[config.mk]
export PLATFORM = sky130hd
export DESIGN_NAME = fpmul_rr_arbiter
export DESIGN_NICKNAME = d
export VERILOG_FILES = /design/src/rtl/fpmul_rr_arbiter.sv
export SDC_FILE = /design/constraint.sdc
export NUM_CORES = 1
export LEC_CHECK = 0
export ABC_AREA = 1
export BUFFER_PORTS_ARGS = -buffer_cell sky130_fd_sc_hd__buf_4
export CORE_ASPECT_RATIO = 1.4
export CORE_MARGIN = 2
export CORE_UTILIZATION = 40
export DETAILED_ROUTE_END_ITERATION = 10
export HOLD_SLACK_MARGIN = 0.15
export PLACE_DENSITY = 0.79
export RECOVER_POWER = 50
export SLEW_MARGIN = 20
export SYNTH_ARGS = -nofsm -noshare
export SYNTH_HDL_FRONTEND = slang
export SYNTH_SLANG_ARGS = --single-unit
[constraint.sdc]
create_clock -name i_clk -period 3.5 [get_ports i_clk]
set_input_delay 0.525 -clock i_clk [delete_from_list [all_inputs] [get_ports i_clk]]
set_output_delay 0.525 -clock i_clk [all_outputs]
set_load 0.05 [all_outputs]
[src/rtl/fpmul_rr_arbiter.sv]
// Round-robin arbiter sharing one 12-bit FP multiplier between N requesters.
// Optional per-requester grant counters: define FPMUL_RR_ARBITER_STATS_EN.
module fpmul_rr_arbiter #(
    parameter int unsigned N           = 4,
    parameter int unsigned MUL_LATENCY = 1,
    parameter int unsigned IDW         = (N > 1) ? $clog2(N) : 1
) (
    input  logic              i_clk,
    input  logic              i_rst,
    input  logic              i_en,
    input  logic [N-1:0]      i_req_valid,
    input  logic [N*12-1:0]   i_req_a,
    input  logic [N*12-1:0]   i_req_b,
    output logic [N-1:0]      o_req_ready,
    output logic [11:0]       o_mul_a,
    output logic [11:0]       o_mul_b,
    output logic              o_mul_valid_in,
    input  logic [11:0]       i_mul_result,
    input  logic              i_mul_valid_out,
    output logic [N-1:0]      o_rsp_valid,
    output logic [11:0]       o_rsp_result,
    output logic [IDW-1:0]    o_rsp_id,
    output logic              o_busy,
    output logic              o_err
`ifdef FPMUL_RR_ARBITER_STATS_EN
    ,
    input  logic              i_stats_clr,
    output logic [N*16-1:0]   o_grant_cnt
`endif
);

    logic [IDW-1:0] r_ptr;
    logic [11:0]    r_mul_a;
    logic [11:0]    r_mul_b;
    logic           r_mul_vld;
    logic [IDW-1:0] r_mul_id;
    logic           r_tag_vld [MUL_LATENCY];
    logic [IDW-1:0] r_tag_id  [MUL_LATENCY];
    logic           r_err;

    logic [N-1:0]   w_ready;
    logic [IDW-1:0] w_gnt_id;
    logic [IDW-1:0] w_idx;
    logic           w_found;
    logic           w_hs;
    logic [IDW-1:0] w_ptr_next;
    logic           w_head_vld;
    logic [IDW-1:0] w_head_id;
    logic           w_busy;

    // Search p, p+1, ..., wrapping; first valid requester wins.
    always_comb begin
        w_found  = 1'b0;
        w_gnt_id = '0;
        w_idx    = '0;
        for (int k = 0; k < int'(N); k++) begin
            w_idx = IDW'((int'(r_ptr) + k) % int'(N));
            if (!w_found && i_req_valid[w_idx]) begin
                w_found  = 1'b1;
                w_gnt_id = w_idx;
            end
        end
        w_ready = '0;
        if (w_found && i_en && !i_rst) begin
            w_ready[w_gnt_id] = 1'b1;
        end
    end

    assign w_hs       = |w_ready;
    assign w_ptr_next = (w_gnt_id == IDW'(N - 1)) ? '0 : w_gnt_id + 1'b1;

    always_ff @(posedge i_clk or posedge i_rst) begin
        if (i_rst) begin
            r_ptr     <= '0;
            r_mul_a   <= '0;
            r_mul_b   <= '0;
            r_mul_vld <= 1'b0;
            r_mul_id  <= '0;
        end else begin
            r_mul_vld <= w_hs;
            if (w_hs) begin
                r_mul_a  <= i_req_a[w_gnt_id*12 +: 12];
                r_mul_b  <= i_req_b[w_gnt_id*12 +: 12];
                r_mul_id <= w_gnt_id;
                r_ptr    <= w_ptr_next;
            end
        end
    end

    // Tag pipe mirrors the multiplier latency so the head lines up with mul_valid_out.
    always_ff @(posedge i_clk or posedge i_rst) begin
        if (i_rst) begin
            for (int s = 0; s < int'(MUL_LATENCY); s++) begin
                r_tag_vld[s] <= 1'b0;
                r_tag_id[s]  <= '0;
            end
        end else begin
            r_tag_vld[0] <= r_mul_vld;
            r_tag_id[0]  <= r_mul_id;
            for (int s = 1; s < int'(MUL_LATENCY); s++) begin
                r_tag_vld[s] <= r_tag_vld[s-1];
                r_tag_id[s]  <= r_tag_id[s-1];
            end
        end
    end

    assign w_head_vld = r_tag_vld[MUL_LATENCY-1];
    assign w_head_id  = r_tag_id[MUL_LATENCY-1];

    always_comb begin
        o_rsp_valid  = '0;
        o_rsp_id     = '0;
        o_rsp_result = '0;
        if (i_mul_valid_out && w_head_vld) begin
            o_rsp_valid[w_head_id] = 1'b1;
            o_rsp_id               = w_head_id;
            o_rsp_result           = i_mul_result;
        end
    end

    always_comb begin
        w_busy = r_mul_vld;
        for (int s = 0; s < int'(MUL_LATENCY); s++) begin
            w_busy = w_busy | r_tag_vld[s];
        end
    end

    // Any disagreement between the tag head and the multiplier strobe is sticky.
    always_ff @(posedge i_clk or posedge i_rst) begin
        if (i_rst) begin
            r_err <= 1'b0;
        end else if (i_mul_valid_out != w_head_vld) begin
            r_err <= 1'b1;
        end
    end

    assign o_req_ready    = w_ready;
    assign o_mul_a        = r_mul_a;
    assign o_mul_b        = r_mul_b;
    assign o_mul_valid_in = r_mul_vld;
    assign o_busy         = w_busy;
    assign o_err          = r_err;

`ifdef FPMUL_RR_ARBITER_STATS_EN
    logic [15:0] r_grant_cnt [N];

    // Clear wins over a same-cycle grant; counts saturate at 16'hFFFF.
    always_ff @(posedge i_clk or posedge i_rst) begin
        if (i_rst) begin
            for (int i = 0; i < int'(N); i++) begin
                r_grant_cnt[i] <= '0;
            end
        end else begin
            for (int i = 0; i < int'(N); i++) begin
                if (i_stats_clr) begin
                    r_grant_cnt[i] <= '0;
                end else if (w_ready[i] && (r_grant_cnt[i] != 16'hFFFF)) begin
                    r_grant_cnt[i] <= r_grant_cnt[i] + 16'd1;
                end
            end
        end
    end

    for (genvar gi = 0; gi < int'(N); gi++) begin : g_cnt
        assign o_grant_cnt[gi*16 +: 16] = r_grant_cnt[gi];
    end
`endif

endmodule

======== After elaboration in Yosys (flattened, before gate mapping) ========
Cells that the tools add are included.
word-level totals
  bits of input ports ..................... 116
  bits in latches ......................... 0
  bits in read-only memories .............. 0
  memories ................................ 0
  register bits ........................... 33
  output and inout port bits .............. 49
  RAM bits ................................ 0
cells by class
  equality and inequality tests ........... 2
  $mul .................................... 1
  multiplexer cells ....................... 25
  shifts and indexed selects .............. 2
  $add $sub $neg .......................... 4
  divide/modulo/power cells ............... 0
  magnitude comparators ................... 8
  reductions and logical operators ........ 13
  bitwise logic cells ..................... 1
operator list
  cell                                                                    count
  48-bit by 7-bit variable part select with 12-bit output                 2
  2-bit by 3-bit < comparator with 1-bit output (second input constant)   6
  12-bit two-way mux                                                      1
  2-bit two-way mux                                                       6
  1-bit two-way mux                                                       10
  1-bit binary-select mux with 2-bit select                               4
  1-bit logical AND                                                       8
  4-bit two-way mux                                                       2
  2-bit by 1-bit adder with 2-bit output (second input constant)          2
  2-bit adder (second input constant)                                     2
  1-bit demux with 2-bit select                                           2
  2-bit by 1-bit >= comparator with 1-bit output (second input constant)  2
  1-bit zero test                                                         4
  2-bit by 2-bit multiplier with 4-bit output (second input constant)     1
  4-bit OR reduction                                                      1
  2-bit equality test (second input constant)                             1
  1-bit != test                                                           1
  1-bit bitwise OR                                                        1

======== Longest topological paths before layout ========
  word-level depth ........................ 18
  depth in mapped cells ................... 21
  gate-level depth less buffers ........... 17

======== Least setup slack after synthesis ========
No wires, ideal clock.
  path type ............................... input port to output port
  from .................................... input i_rst
  to ...................................... output o_req_ready[0]
  required time ........................... 2.975 ns
  stages .................................. 3
  data arrival time ....................... 2.613 ns
  slack ................................... 0.362 ns
  cells stage by stage .................... inv_1 > nand3_2 > nor3_1
on the way
  longest elaborated chain between the ends .. 3
ends and longest elaborated chain
  what                              RTL line  text
  from (decl)                       9         input logic i_rst,
  1-bit zero test (no source line)  -
  1-bit logical AND                 64        if (w_found && i_en && !i_rst) begin
  4-bit two-way mux                 64
  to (decl)                         14        output logic [N-1:0] o_req_ready,
Every way passes these cells.

======== Final worst setup path ========
  from .................................... register r_ptr[0]
  to ...................................... output o_req_ready[3]
on the way
  longest elaborated chain between the ends .. 17
  elaborated cells between the ends (all ways) .. 33
ends and longest elaborated chain
  what                                                                                                    RTL line  text
  from (decl)                                                                                             32        logic [IDW-1:0] r_ptr;
  from (signal assigned)                                                                                  85        r_ptr <= w_ptr_next;
  parallel branches: the longest is 16 deep, another holds 2-bit by 3-bit < comparator with 1-bit output  -
  4-bit two-way mux *                                                                                     64
Mark *: on every way between the ends. The select of a mux whose other input is x is not followed.

==> impl_metrics.py <==
metrics = {
    "run_status": {
        "outcome": "complete, but fails checks",
        "violations": "capacitance limit, slew limit",
    },
    "floorplan": {
        "num_rows": 37,
        "start_util_pct": 40.7,
        "die_h_um": 105,
        "boundaryPins": 165,
        "die_x_um": 76.5,
        "coreArea_um2": 7220,
        "fp.dieArea_um2": 8060,
    },
    "grt": {
        "overflow": 0,
        "grt_max_degree": 37,
        "grt-busiest-layer": "met2",
        "grt_usage_pct": 24.4,
        "antenna_found_initial": 0,
        "use_met3_pct": 4.71,
        "grt_pass1_vias": 3528,
        "grt_use_met1_pct": 29.2,
        "gr-usage-met2_pct": 43.7,
        "grt_pass1_wl_mm": 16.2,
    },
    "timing": {
        "grt_setup_unrepaired": "false",
        "fin_crit_sh_pct": 92.1,
        "tightest_slew_ns": 1.78,
        "clock_skew_ns": 0.00449,
        "min_period_ns": 3.22,
        "setup_viol": 0,
        "hold_violations": 0,
        "final_max_slew_viol_count": 34,
        "max_freq_mhz": 310,
        "tns_ns": 0,
        "slew_headroom_pct": -18.9,
        "hold_ws_ns": 0.382,
    },
    "finish": {
        "final_core_util_pct": 57.3,
        "fin_cells": 742,
        "drive_gt1_share_pct": 28.1,
        "fillCellCount": 753,
        "design_area_um2": 4140,
        "syn_to_final_growth_pct": 40.7,
        "n_antenna_cell": 0,
        "fin_nets": 762,
    },
    "cts": {
        "post_cts_buffers": 0,
        "clk_pin_slew_worst_paths_ns": 0.07,
        "clockBufferDepth": 2,
        "numClockSinks": 33,
        "numCtsBuffers": 5,
        "cts_tree": "built",
        "cts-root-buf": "clkbuf_8",
        "cts.repair.resized": 0,
        "clock_latency_ns": 0.28,
        "htreeDepth": 2,
        "hold_buffers": 0,
    },
    "synthesis": {
        "yosysTopAreaCell": "nand2_1",
        "postSynthRegisterBits": 33,
        "ys_async_sr_fraction_pct": 100,
        "synth.most_common_cell": "nand2_1",
        "yosysWarnings": 0,
        "synth_area_leaders": "nand2_1, dfrtp_1, nand4_1",
        "yosys-top-cells-count": "nand2_1, inv_1, nand4_1, dfrtp_1, nand3_1",
        "synth.distinct_cells": 23,
        "synth_top_area_share_pct": 31.1,
        "synth_flop_cell": "dfrtp_1",
        "syn_nets": 616,
        "netlist_area_um2": 2940,
        "syn-instance-count": 498,
        "synth_enable_flop_cells": 0,
        "seq_area_frac_synth_pct": 28.1,
        "avgSynthCellArea_um2": 5.90,
    },
    "critical_path": {
        "path_class": "flop to output port",
        "worst_ep_required_time_ns": 2.97,
        "path_max_fanout": 25,
        "worstPathArrival_ns": 2.70,
        "crit_path_end_kind": "output port",
        "worstSetupStartpointType": "flop",
    },
    "detailed_routing": {
        "initialDrtViolationCount": 191,
        "totalWireLength_mm": 9.56,
        "wire_per_inst_um": 12.9,
        "vias_per_cell": 4.92,
        "ant_nets": 0,
        "drc": 0,
        "first_pass_iters": 5,
        "num_vias": 3647,
    },
    "power_and_ir_drop": {
        "power.leakage_uw": 0.00262,
        "ir_worst_vdd_mv": 0.955,
        "p_per_area_nw_per_um2": 1070,
    },
    "placed_design": {
        "numPortBuffers": 164,
        "gp_congestion": 0.939,
        "place_area_um2": 4120,
        "dp.cells": 734,
        "dp_hpwl_mm": 7.19,
    },
    "run": {
        "drv_cap": 1,
    },
    "worst_hold_path": {
        "hp-class": "flop to flop",
    },
}
-- worst paths after layout --
kind / startpoint / end / slack [ns] / depth (start not counted)
max: r_ptr[0] / o_req_ready[3] / 0.28 / 14
min: r_mul_id[0] / r_tag_id[0] / 0.38 / 0
max reg2reg: r_ptr[0] / o_mul_b[5] / 0.64 / 17
min reg2reg: r_mul_id[0] / r_tag_id[0] / 0.38 / 0
max in group asynchronous: i_rst / o_mul_b[10] / 1.51 / 3
min in group asynchronous: i_rst / r_ptr[1] / 0.95 / 3
-- cells in the final DEF, fill, tap and decap left out, drive strengths merged --
master and n:
nand2 253, buf 149, inv 78, nand4 48, dfrtp 33, nand3 33, clkbuf 29, nor2 8
o21ai 6, nor3 3, or2 2, ha 2, clkinv 1
-- metrics by stage --
stage | power, µW | setup slack, ns
3_5_place_dp | 4190 | 0.617
5_1_grt | 4900 | 0.0278
3_3_place_gp | 4140 | 0.621
2_1_floorplan | 3500 | 0.362
4_1_cts | 4510 | 0.329
6_report | 4410 | 0.278
-- worst max-delay path: stages, from the launching register on --
cell and delay [ns]:
dfrtp_1 0.60, inv_6 0.10, nand2_2 0.09, nand2_2 0.08, nand2_1 0.07, nand2_1 0.07
nand2_2 0.07, nand2_1 0.06, nand2_2 0.37, nand3_2 0.16, inv_1 0.13, ha_1 0.18
inv_1 0.06, nor2_1 0.15, buf_4 0.22
-- where the power goes --
| part | switching [µW] | internal, µW |
|---|---|---|
| Combinational | 2440 | 984 |
| Sequential | 124 | 554 |
| Clock | 133 | 178 |
-- cell families after synthesis --
family                     Yosys count  synth area share [%]
adders and majority gates            2                 0.851
DFF                                 33                  28.1
and+or+nand+nor                    347                  52.0
buffers and inverters              110                  18.0
AOI/OAI and AO/OA                    6                  1.02
-- cell type report --
cell class	instances	area, µm²	area share, %
multi-input combinational	355	1590	38.3
timing repair buffer	171	1200	29.0
sequential	33	826	20.0
inverter	78	303	7.32
tap	97	121	2.93
clock buffer	7	96.3	2.33
clock inverter	1	5.00	0.121
-- sequential cells by signal, indices dropped and copies added (netlist names) --
| signal | flops |
|---|---|
| o_err | 1 |
| o_mul_a | 12 |
| o_mul_b | 12 |
| o_mul_valid_in | 1 |
| r_mul_id | 2 |
| r_ptr | 2 |
| r_tag_id | 2 |
| r_tag_vld | 1 |
-- routing by layer --
metal	part of all wire [%]	vias up
li1	-	1825
met1	40	1638
met2	50	169
met3	7.5	15
met4	2.1	0
met5	0	-
Note: power is estimated with default switching activity, not from simulation.
